File: config.mk
export PLATFORM = sky130hd
export DESIGN_NAME = inverse_scan_flat
export DESIGN_NICKNAME = d
export VERILOG_FILES = /design/src/rtl/inverse_scan_pkg.sv /design/src/rtl/inverse_scan_if.sv /design/src/rtl/scan_bank_ram.sv /design/src/rtl/inverse_scan.sv /design/src/flat_wrapper.sv
export SDC_FILE = /design/constraint.sdc
export NUM_CORES = 2
export LEC_CHECK = 0
export CAP_MARGIN = 15
export CORE_ASPECT_RATIO = 0.6
export CORE_MARGIN = 2
export CORE_UTILIZATION = 53
export DETAILED_ROUTE_END_ITERATION = 10
export DONT_BUFFER_PORTS = 1
export GPL_TIMING_DRIVEN = 0
export PLACE_DENSITY = 0.68
export SLEW_MARGIN = 40
export SYNTH_ARGS = -nofsm -noshare
export SYNTH_HDL_FRONTEND = slang
export SYNTH_HIERARCHICAL = 1
export SYNTH_SLANG_ARGS = --single-unit
File: constraint.sdc
create_clock -name clk -period 10.1 [get_ports clk]
set_clock_uncertainty 0.1 [all_clocks]
set_input_delay 3.03 -clock clk [delete_from_list [all_inputs] [get_ports clk]]
set_output_delay 3.03 -clock clk [all_outputs]
set_load 0.05 [all_outputs]
File: src/rtl/inverse_scan_pkg.sv
// Shared types and scan tables for the inverse scan block.
// The RTL and the reference model both use these tables.
package inverse_scan_pkg;

  localparam int COEF_W = 12;
  localparam int BLK_N  = 64;

  typedef enum logic [1:0] {
    SCAN_ZZ  = 2'd0,
    SCAN_AH  = 2'd1,
    SCAN_AV  = 2'd2,
    SCAN_RSV = 2'd3
  } scan_e;

  typedef logic [5:0] scan_tbl_t [64];

  localparam scan_tbl_t ZZ_TBL = '{
     0,  1,  8, 16,  9,  2,  3, 10,
    17, 24, 32, 25, 18, 11,  4,  5,
    12, 19, 26, 33, 40, 48, 41, 34,
    27, 20, 13,  6,  7, 14, 21, 28,
    35, 42, 49, 56, 57, 50, 43, 36,
    29, 22, 15, 23, 30, 37, 44, 51,
    58, 59, 52, 45, 38, 31, 39, 46,
    53, 60, 61, 54, 47, 55, 62, 63
  };

  localparam scan_tbl_t AH_TBL = '{
     0,  1,  2,  3,  8,  9, 16, 17,
    10, 11,  4,  5,  6,  7, 15, 14,
    13, 12, 19, 18, 24, 25, 32, 33,
    26, 27, 20, 21, 22, 23, 28, 29,
    30, 31, 34, 35, 40, 41, 48, 49,
    42, 43, 36, 37, 38, 39, 44, 45,
    46, 47, 50, 51, 56, 57, 58, 59,
    52, 53, 54, 55, 60, 61, 62, 63
  };

  localparam scan_tbl_t AV_TBL = '{
     0,  8, 16, 24,  1,  9,  2, 10,
    17, 25, 32, 40, 48, 56, 57, 49,
    41, 33, 26, 18,  3, 11,  4, 12,
    19, 27, 34, 42, 50, 58, 35, 43,
    51, 59, 20, 28,  5, 13,  6, 14,
    21, 29, 36, 44, 52, 60, 37, 45,
    53, 61, 22, 30,  7, 15, 23, 31,
    38, 46, 54, 62, 39, 47, 55, 63
  };

  // Reserved mode falls back to zigzag.
  function automatic logic [5:0] scan_addr(
    input scan_e      s,
    input logic [5:0] k
  );
    logic [5:0] a;
    case (s)
      SCAN_AH: a = AH_TBL[k];
      SCAN_AV: a = AV_TBL[k];
      default: a = ZZ_TBL[k];
    endcase
    return a;
  endfunction

endpackage

File: src/rtl/inverse_scan_if.sv
// Scan-order input and raster-order output streams
// of the inverse scan block.
interface inverse_scan_if #(
  parameter int COEF_W = inverse_scan_pkg::COEF_W
);

  logic              in_valid;
  logic              in_ready;
  logic [COEF_W-1:0] in_coef;
  logic [1:0]        in_scan;
  logic              out_valid;
  logic              out_ready;
  logic [COEF_W-1:0] out_coef;
  logic              out_last;

  modport slave (
    input  in_valid, in_coef, in_scan, out_ready,
    output in_ready, out_valid, out_coef, out_last
  );

  modport master (
    output in_valid, in_coef, in_scan, out_ready,
    input  in_ready, out_valid, out_coef, out_last
  );

endinterface

File: src/rtl/scan_bank_ram.sv
// Two-bank coefficient store: one write port and one
// registered read port; the bank select is the address MSB.
module scan_bank_ram #(
  parameter int COEF_W = 12
) (
  input  logic              clk,
  input  logic              rst_n,
  input  logic              we,
  input  logic [6:0]        waddr,
  input  logic [COEF_W-1:0] wdata,
  input  logic              re,
  input  logic [6:0]        raddr,
  output logic [COEF_W-1:0] rdata
);

  logic [COEF_W-1:0] mem [128];

  always_ff @(posedge clk) begin
    if (we) mem[waddr] <= wdata;
  end

  // The read register doubles as the output holding stage.
  always_ff @(posedge clk or negedge rst_n) begin
    if (!rst_n) begin
      rdata <= '0;
    end else if (re) begin
      rdata <= mem[raddr];
    end
  end

endmodule

File: src/rtl/inverse_scan.sv
// Inverse scan: reorders a block of 64 coefficients from
// scan order to raster order through ping-pong banks.
module inverse_scan #(
  parameter int COEF_W = inverse_scan_pkg::COEF_W,
  parameter int BLK_N  = inverse_scan_pkg::BLK_N
) (
  input logic           clk,
  input logic           rst_n,
  inverse_scan_if.slave bus
);

  import inverse_scan_pkg::*;

  localparam logic [5:0] LAST = 6'(BLK_N - 1);

  logic [5:0]        wr_cnt;
  logic [5:0]        rd_ptr;
  logic              wr_bank;
  logic              rd_bank;
  logic [1:0]        full;
  logic [1:0]        full_nxt;
  scan_e             blk_scan;
  scan_e             cur_scan;
  logic [5:0]        wr_addr;
  logic              wr_en;
  logic              wr_last;
  logic              rd_en;
  logic              rd_last;
  logic              advance;
  logic              out_valid_q;
  logic              out_last_q;
  logic [COEF_W-1:0] rd_data;

  assign bus.in_ready = !full[wr_bank];
  assign wr_en   = bus.in_valid && !full[wr_bank];
  assign wr_last = wr_en && (wr_cnt == LAST);

  assign cur_scan = (wr_cnt == '0) ?
                    scan_e'(bus.in_scan) : blk_scan;
  assign wr_addr  = scan_addr(cur_scan, wr_cnt);

  assign advance = !out_valid_q || bus.out_ready;
  assign rd_en   = full[rd_bank] && advance;
  assign rd_last = rd_en && (rd_ptr == LAST);

  // A bank is released once its last word is in the output
  // register, which holds it; this keeps the input streaming.
  always_comb begin
    full_nxt = full;
    if (rd_last) full_nxt[rd_bank] = 1'b0;
    if (wr_last) full_nxt[wr_bank] = 1'b1;
  end

  always_ff @(posedge clk or negedge rst_n) begin
    if (!rst_n) begin
      wr_cnt   <= '0;
      wr_bank  <= 1'b0;
      blk_scan <= SCAN_ZZ;
    end else if (wr_en) begin
      wr_cnt <= wr_last ? '0 : wr_cnt + 6'd1;
      if (wr_cnt == '0) blk_scan <= cur_scan;
      if (wr_last) wr_bank <= !wr_bank;
    end
  end

  always_ff @(posedge clk or negedge rst_n) begin
    if (!rst_n) begin
      full        <= '0;
      rd_ptr      <= '0;
      rd_bank     <= 1'b0;
      out_valid_q <= 1'b0;
      out_last_q  <= 1'b0;
    end else begin
      full <= full_nxt;
      if (rd_en) begin
        rd_ptr <= rd_last ? '0 : rd_ptr + 6'd1;
      end
      if (rd_last) rd_bank <= !rd_bank;
      if (advance) begin
        out_valid_q <= rd_en;
        out_last_q  <= rd_last;
      end
    end
  end

  scan_bank_ram #(
    .COEF_W(COEF_W)
  ) u_ram (
    .clk   (clk),
    .rst_n (rst_n),
    .we    (wr_en),
    .waddr ({wr_bank, wr_addr}),
    .wdata (bus.in_coef),
    .re    (rd_en),
    .raddr ({rd_bank, rd_ptr}),
    .rdata (rd_data)
  );

  assign bus.out_valid = out_valid_q;
  assign bus.out_last  = out_last_q;
  assign bus.out_coef  = rd_data;

endmodule

File: src/flat_wrapper.sv
// flat-port wrapper written by rule: the top's interface ports become plain ports
module inverse_scan_flat import inverse_scan_pkg::*;
#(
  parameter int COEF_W = inverse_scan_pkg::COEF_W,
  parameter int BLK_N  = inverse_scan_pkg::BLK_N
)
  (clk, rst_n, bus_in_valid, bus_in_coef, bus_in_scan, bus_out_ready, bus_in_ready, bus_out_valid, bus_out_coef, bus_out_last);
  inverse_scan_if #(.COEF_W(COEF_W)) bus_i ();
  input logic clk;
  input logic rst_n;
  input wire logic [$bits(bus_i.in_valid)-1:0] bus_in_valid;
  input wire logic [$bits(bus_i.in_coef)-1:0] bus_in_coef;
  input wire logic [$bits(bus_i.in_scan)-1:0] bus_in_scan;
  input wire logic [$bits(bus_i.out_ready)-1:0] bus_out_ready;
  output wire logic [$bits(bus_i.in_ready)-1:0] bus_in_ready;
  output wire logic [$bits(bus_i.out_valid)-1:0] bus_out_valid;
  output wire logic [$bits(bus_i.out_coef)-1:0] bus_out_coef;
  output wire logic [$bits(bus_i.out_last)-1:0] bus_out_last;
  assign bus_i.in_valid = bus_in_valid;
  assign bus_i.in_coef = bus_in_coef;
  assign bus_i.in_scan = bus_in_scan;
  assign bus_i.out_ready = bus_out_ready;
  assign bus_in_ready = bus_i.in_ready;
  assign bus_out_valid = bus_i.out_valid;
  assign bus_out_coef = bus_i.out_coef;
  assign bus_out_last = bus_i.out_last;
  inverse_scan #(.COEF_W(COEF_W), .BLK_N(BLK_N)) u_core (.clk(clk), .rst_n(rst_n), .bus(bus_i));
endmodule
* Word-level counts from Yosys, hierarchy flattened
Memories as Yosys holds them, arrays and structs flattened. A register that Yosys moved wholly into a read port is not among the register bits.
Cells that the tools add are included.
** Storage, ports and cells
- Register bits after elaboration :: 20
- RAM bits :: 1536
- ROM bits :: 1152
- Input bits :: 18
- Logic and storage cells :: 64
- Memories :: 4
** Operators by class
- Add/subtract/negate cells :: 2
- $lt $le $gt $ge :: 5
- Eq/ne operators :: 4
- Mux-type cells :: 22
- Bitwise gates (word level) :: 4
- Reduce and logical (&&, ||, !) cells :: 15
** Memories
- u_core.u_ram.mem :: words 128, bits a word 12, read ports 1, clocked after Yosys merged registers in 1, write ports 1, RTL line scan_bank_ram.sv:16 : logic [COEF_W-1:0] mem [128];
- (no name shown) :: words 64, bits a word 6, read ports 1, clocked after Yosys merged registers in 0, write ports 0, RTL line inverse_scan_pkg.sv:57 : SCAN_AH: a = AH_TBL[k];
- (no name shown) :: words 64, bits a word 6, read ports 1, clocked after Yosys merged registers in 0, write ports 0, RTL line inverse_scan_pkg.sv:59 : default: a = ZZ_TBL[k];
- (no name shown) :: words 64, bits a word 6, read ports 1, clocked after Yosys merged registers in 0, write ports 0, RTL line inverse_scan_pkg.sv:58 : SCAN_AV: a = AV_TBL[k];
** Operator list (number)
- $mux W6 :: 8
- $add A6 B1 Y6 const B :: 2
- $eq A6 B6 Y1 const B :: 2
- $pmux W6 S2 :: 1
- $mux W1 :: 8
- $ge A7 B7 Y1 const B :: 1
- $not A6 Y7 :: 1
- $logic_and A1 B1 Y1 :: 6
- $logic_not A6 Y1 :: 1
- $mux W2 :: 3
- $logic_not A1 Y1 :: 5
- $lt A1 B2 Y1 const B :: 2
- $reduce_and A2 Y1 :: 2
- $and A2 B2 Y2 :: 1
- $demux W1 S1 :: 2
- $eq A2 B1 Y1 const B :: 1
- $eq A2 B2 Y1 const B :: 1
- $ge A1 B1 Y1 const B :: 2
- $not A2 Y2 :: 1
- $or A2 B2 Y2 :: 1
- $logic_or A1 B1 Y1 :: 1

* Depth between registers and ports, before layout
- Depth after elaboration :: 9
- Mapped depth :: 16

* By module
Netlist, hierarchy kept.
** By module, submodules not included
- scan_bank_ram :: instances 1, cells each 2881, area each 60862.1 µm², seq. area each 46424.5 µm²
- inverse_scan :: instances 1, cells each 256, area each 2321.0 µm², seq. area each 500.5 µm²

* Worst setup path before layout
OpenSTA, ideal clock, no wires.
- Kind :: input-to-reg
- Start :: input port bus_in_scan[1]
- End :: memory u_core.u_ram.mem[100][0], enable pin
- Library setup time :: 0.396 ns
- Arrival :: 5.678 ns
- Data required time :: 9.604 ns
- Path slack :: 3.926 ns
- Cell stages on the path :: 11
- Cells stage by stage :: mux2i_1 inv_1 ha_1 buf_1 inv_1 nor2_1 o2111ai_1 o311a_1 nor2_1 nand4_1 nor3_1
** Between the ends
- Longest elaborated chain between the ends :: 3
- Elaborated cells between the ends (all ways) :: 4
- Those cells by class :: eq/ne (2); mux (2)
** Ends and longest elaborated chain
- from (decl) :: RTL line flat_wrapper.sv:13 : input wire logic [$bits(bus_i.in_scan)-1:0] bus_in_scan;
- $mux W2 (*) :: RTL line inverse_scan.sv:38 : assign cur_scan = (wr_cnt == '0) ?
- via u_core.cur_scan[1] :: RTL line inverse_scan.sv:23 : scan_e cur_scan;
- $eq A2 B2 Y1 / $eq A2 B1 Y1 (equally long branches) :: RTL line inverse_scan_pkg.sv:56 : case (s)
- $pmux W6 S2 (*) :: RTL line inverse_scan_pkg.sv:56
- via u_core.wr_addr[4] :: RTL line inverse_scan.sv:24 : logic [5:0] wr_addr;
- to (decl) :: RTL line scan_bank_ram.sv:16
Mark *: on every way through the listed nets, which the timed path passes. The rest lies on a longest branch.

* Final worst setup path
- Start :: input port bus_in_scan[1]
- End :: memory u_core.u_ram.mem[35][11], enable pin
Same word-level chain as after synthesis.

==> results.yml <==
worst_setup_path:
  worst_r2r_path_depth: 16
  cp-end-kind: "flip-flop"
  critical_path_arrival_ns: 7.50
  worst_setup_path_start_kind: "input port"
  required_time_of_the_worst_setup_path_ns: 10.40
  critPathLaunch: "bus_in_scan[1]"
  path_max_fanout: 12
  capture_point_of_the_critical_path: "u_core/u_ram/mem[35][11]"
  r2r-end: "u_core/u_ram/mem[35][11]"
  timing.reg2reg.setup_slack_ns: 3.12
  rr_startpoint: "u_core/wr_cnt[1]"
  critical_path_type: "in2reg"
yosys:
  synthDistinctLibCells: 97
  adder_cell_area_share_of_the_yosys_netlist: 0.00436
  yosys_warnings: 6
  number_of_flops_mapped_to_enable_cells_by_yosys: 1536
  synth_compound_gate_area_share: 0.0467
  synthCells: 3137
  yosysTopAreaCellShare: 0.730
  syn-num-nets: 3177
  post_synth_and_or_nand_nor_area_fraction: 0.0329
  async_reset_ff_frac: 0.0204
  netlist.top_cell.by_area: "sky130_fd_sc_hd__edfxtp_1"
  synthMuxAreaShare: 0.147
  dominant_combinational_cell_family_by_area_after_synthesis: "multiplexers"
  yosys.area_share.xor_xnor: 0.00111
  avgSynthCellArea_um2: 20.1
  synth_top_cells_by_area: "sky130_fd_sc_hd__edfxtp_1, sky130_fd_sc_hd__mux4_2, sky130_fd_sc_hd__mux2i_1, sky130_fd_sc_hd__mux4_1, sky130_fd_sc_hd__dfrtp_1"
  ys_dominant_reg_cell: "sky130_fd_sc_hd__edfxtp_1"
  syn_area_um2: 63200
  synth.ff_latch_count: 1568
  synth_sequential_area_ratio: 0.743
grt:
  first_pass_grt_wire_length_um: 256000
  global_route.usage.total: 0.304
  via_count_of_the_first_global_routing_pass: 32600
  grt_overflow_total: 0
  antenna_violations_before_repair: 7
  largest_net_degree_at_the_start_of_global_routing: 129
routing:
  drt_first_iter_violations: 6075
  finalWirelength_um: 186000
  via_total_after_detailed_routing: 34700
  drc: 0
  drt-vias-per-instance: 6.90
  postRouteAntennaNets: 0
  dr.pass1.iters: 6
  routedWlPerCell_um: 37.0
placement:
  gpl_congestion: 1.06
  dp_hpwl_um: 126000
  port_buffers: 0
clock_tree:
  clockRootBuffer: "sky130_fd_sc_hd__clkbuf_16"
  postCtsSetupRepairBufs: 0
  clock_path_buffers: 3
  clkSinkCount: 1568
  ctsHoldBuffers: 0
  insertion_delay_ns: 0.77
  cts.htree.levels: 4
  cts.reportedPaths.clkPinSlew_ns: 0.06
  tritoncts: "built"
  cts-resized-gates: 0
  cts_buf_count: 141
floorplan:
  floorplan.initialDensity: 0.532
  core_um2: 119000
  die_area_um2: 122000
  rows: 98
  die_height_um: 271
  io_pins: 33
  dieWidth_um: 450
timing:
  worst_slew_pin_slew_ns: 0.982
  period_minus_slack_ns: 7.20
  achievable-frequency_mhz: 139
  slew_viol_final: 0
  setup-violations-final: 0
  setup_tns_ns: 0
  period_utilization: 0.713
  timing.max_slew.rel_slack: 0.345
  final_hold_viol_count: 0
  unrepaired_setup_endpoints_after_global_routing: "false"
status:
  outcome: "completed"
layout:
  fillerInstances: 8436
  final_cell_mix: "sky130_fd_sc_hd__edfxtp_1, sky130_fd_sc_hd__mux4_2, sky130_fd_sc_hd__mux2i_1, sky130_fd_sc_hd__clkbuf_16, sky130_fd_sc_hd__o22ai_1"
  most_common_cell_after_layout_fill_and_taps_aside: "sky130_fd_sc_hd__edfxtp_1"
  multi_input_comb_area_um2: 15400
  post-route-util: 0.597
  area_growth_syn_to_layout_pct: 12.1
  layout.nets: 3358
  final_layout_size_suffix_gt1_frac: 0.254
  final-seq-area_um2: 46900
power_and_ir_drop:
  power_density_nw_per_um2: 201
  ir_drop_uv: 201
  p_leak_uw: 0.0228
job:
  max_cap_viol_count: 0
worst_hold_path:
  hp-class: "reg2reg"
  timing.hold.worst.start: "u_core/blk_scan[1]"
how the worst min path moves through the flow:
stage                                    end  slack [ns]  depth (start not counted)
after floorplan           u_core/blk_scan[0]        0.36                          1
final                     u_core/blk_scan[1]        0.39                          1
after global placement    u_core/blk_scan[1]        0.38                          1
after detailed placement  u_core/blk_scan[0]        0.38                          1
after global routing      u_core/blk_scan[0]        0.43                          1
after CTS                 u_core/blk_scan[0]        0.40                          1
through the flow:
| step | hold slack, ns | power [µW] | setup WS (ns) | std cells | area, µm² |
|---|---|---|---|---|---|
| finish | 0.394 | 14200 | 2.90 | 5031 | 70800 |
| global route | 0.428 | 14500 | 2.86 | 5027 | 70800 |
| CTS | 0.396 | 14100 | 3.16 | 5027 | 70600 |
| detailed placement | 0.381 | 8850 | 2.39 | 4775 | 66100 |
| global placement | 0.376 | 8710 | 1.69 | 4737 | 65200 |
| floorplan | 0.364 | 8210 | 3.93 | 3137 | 63200 |
final cells by class:
cell class | count | share of cell area
Antenna cell | 4 | 0.000141
Buffer | 183 | 0.0217
Clock buffer | 182 | 0.0529
Clock inverter | 70 | 0.0107
Inverter | 20 | 0.00106
Multi-Input combinational cell | 1366 | 0.217
Sequential cell | 1568 | 0.662
Tap cell | 1600 | 0.0283
Timing Repair Buffer | 38 | 0.00544
cell usage after synthesis, types with 10 or more instances:
master                     count
sky130_fd_sc_hd__edfxtp_1   1536
sky130_fd_sc_hd__mux4_2      272
sky130_fd_sc_hd__nor2_1      175
sky130_fd_sc_hd__mux2i_1     172
sky130_fd_sc_hd__o22ai_1      69
sky130_fd_sc_hd__nand2_1      62
sky130_fd_sc_hd__buf_2        52
sky130_fd_sc_hd__a21oi_1      45
sky130_fd_sc_hd__clkbuf_1     41
sky130_fd_sc_hd__a211oi_1     40
sky130_fd_sc_hd__mux2_2       40
sky130_fd_sc_hd__mux4_1       35
sky130_fd_sc_hd__buf_6        34
sky130_fd_sc_hd__and2_1       33
sky130_fd_sc_hd__dfrtp_1      32
sky130_fd_sc_hd__nor2b_1      32
sky130_fd_sc_hd__nand3_1      27
sky130_fd_sc_hd__o221ai_1     27
sky130_fd_sc_hd__nand2b_1     26
sky130_fd_sc_hd__o21ai_0      24
sky130_fd_sc_hd__ha_1         22
sky130_fd_sc_hd__o311ai_0     17
sky130_fd_sc_hd__a31oi_1      16
sky130_fd_sc_hd__inv_1        16
sky130_fd_sc_hd__a22oi_1      14
sky130_fd_sc_hd__buf_12       14
sky130_fd_sc_hd__a22o_1       12
sky130_fd_sc_hd__buf_8        12
sky130_fd_sc_hd__nor3_1       12
sky130_fd_sc_hd__or3_1        12
sky130_fd_sc_hd__a211o_1      10
sky130_fd_sc_hd__buf_4        10
sky130_fd_sc_hd__o21bai_1     10
worst max-delay path: stages:
cell                       delay (ns)
sky130_fd_sc_hd__mux2i_1         0.17
sky130_fd_sc_hd__inv_1           0.07
sky130_fd_sc_hd__ha_1            0.27
sky130_fd_sc_hd__buf_1           0.26
sky130_fd_sc_hd__inv_1           0.35
sky130_fd_sc_hd__a311oi_1        0.12
sky130_fd_sc_hd__a211oi_2        0.50
sky130_fd_sc_hd__clkbuf_1        0.54
sky130_fd_sc_hd__nor2b_1         0.29
sky130_fd_sc_hd__nand3_1         0.36
sky130_fd_sc_hd__clkbuf_2        0.64
sky130_fd_sc_hd__nor2_2          0.86
where the power goes:
part           leakage, µW  internal, µW  switching, µW
sequential          0.0142          7300           54.7
clock              0.00219          2970           2370
combinational      0.00641           346           1160
total               0.0228         10600           3590
registers in the layout, summed over array words and instances, names as in the netlist, 2 cells and up:
| register | flops |
|---|---|
| u_core/u_ram/mem | 1536 |
| u_core/u_ram/rdata | 12 |
| u_core/rd_ptr | 6 |
| u_core/wr_cnt | 6 |
| u_core/blk_scan | 2 |
| u_core/full | 2 |
kinds of logic (layout without fill, tap and decap cells):
family          count (synthesis)  after routing
compound gates                390            390
fa+ha+maj                      22             22
flops                        1568           1568
buf+inv                       203            493
xor+xnor                        8              8
mux                           525            525
simple gates                  421            421
other cells                     0              4
metal layers:
| layer | GRT usage | share of wire | vias to the layer above |
|---|---|---|---|
| met5 | 0 | 0.00027 | - |
| met4 | 0.0923 | 0.030 | 6 |
| met3 | 0.115 | 0.16 | 318 |
| met2 | 0.397 | 0.40 | 2544 |
| met1 | 0.472 | 0.41 | 18400 |
| li1 | - | - | 13500 |
Note: power is estimated with default switching activity, not from simulation.
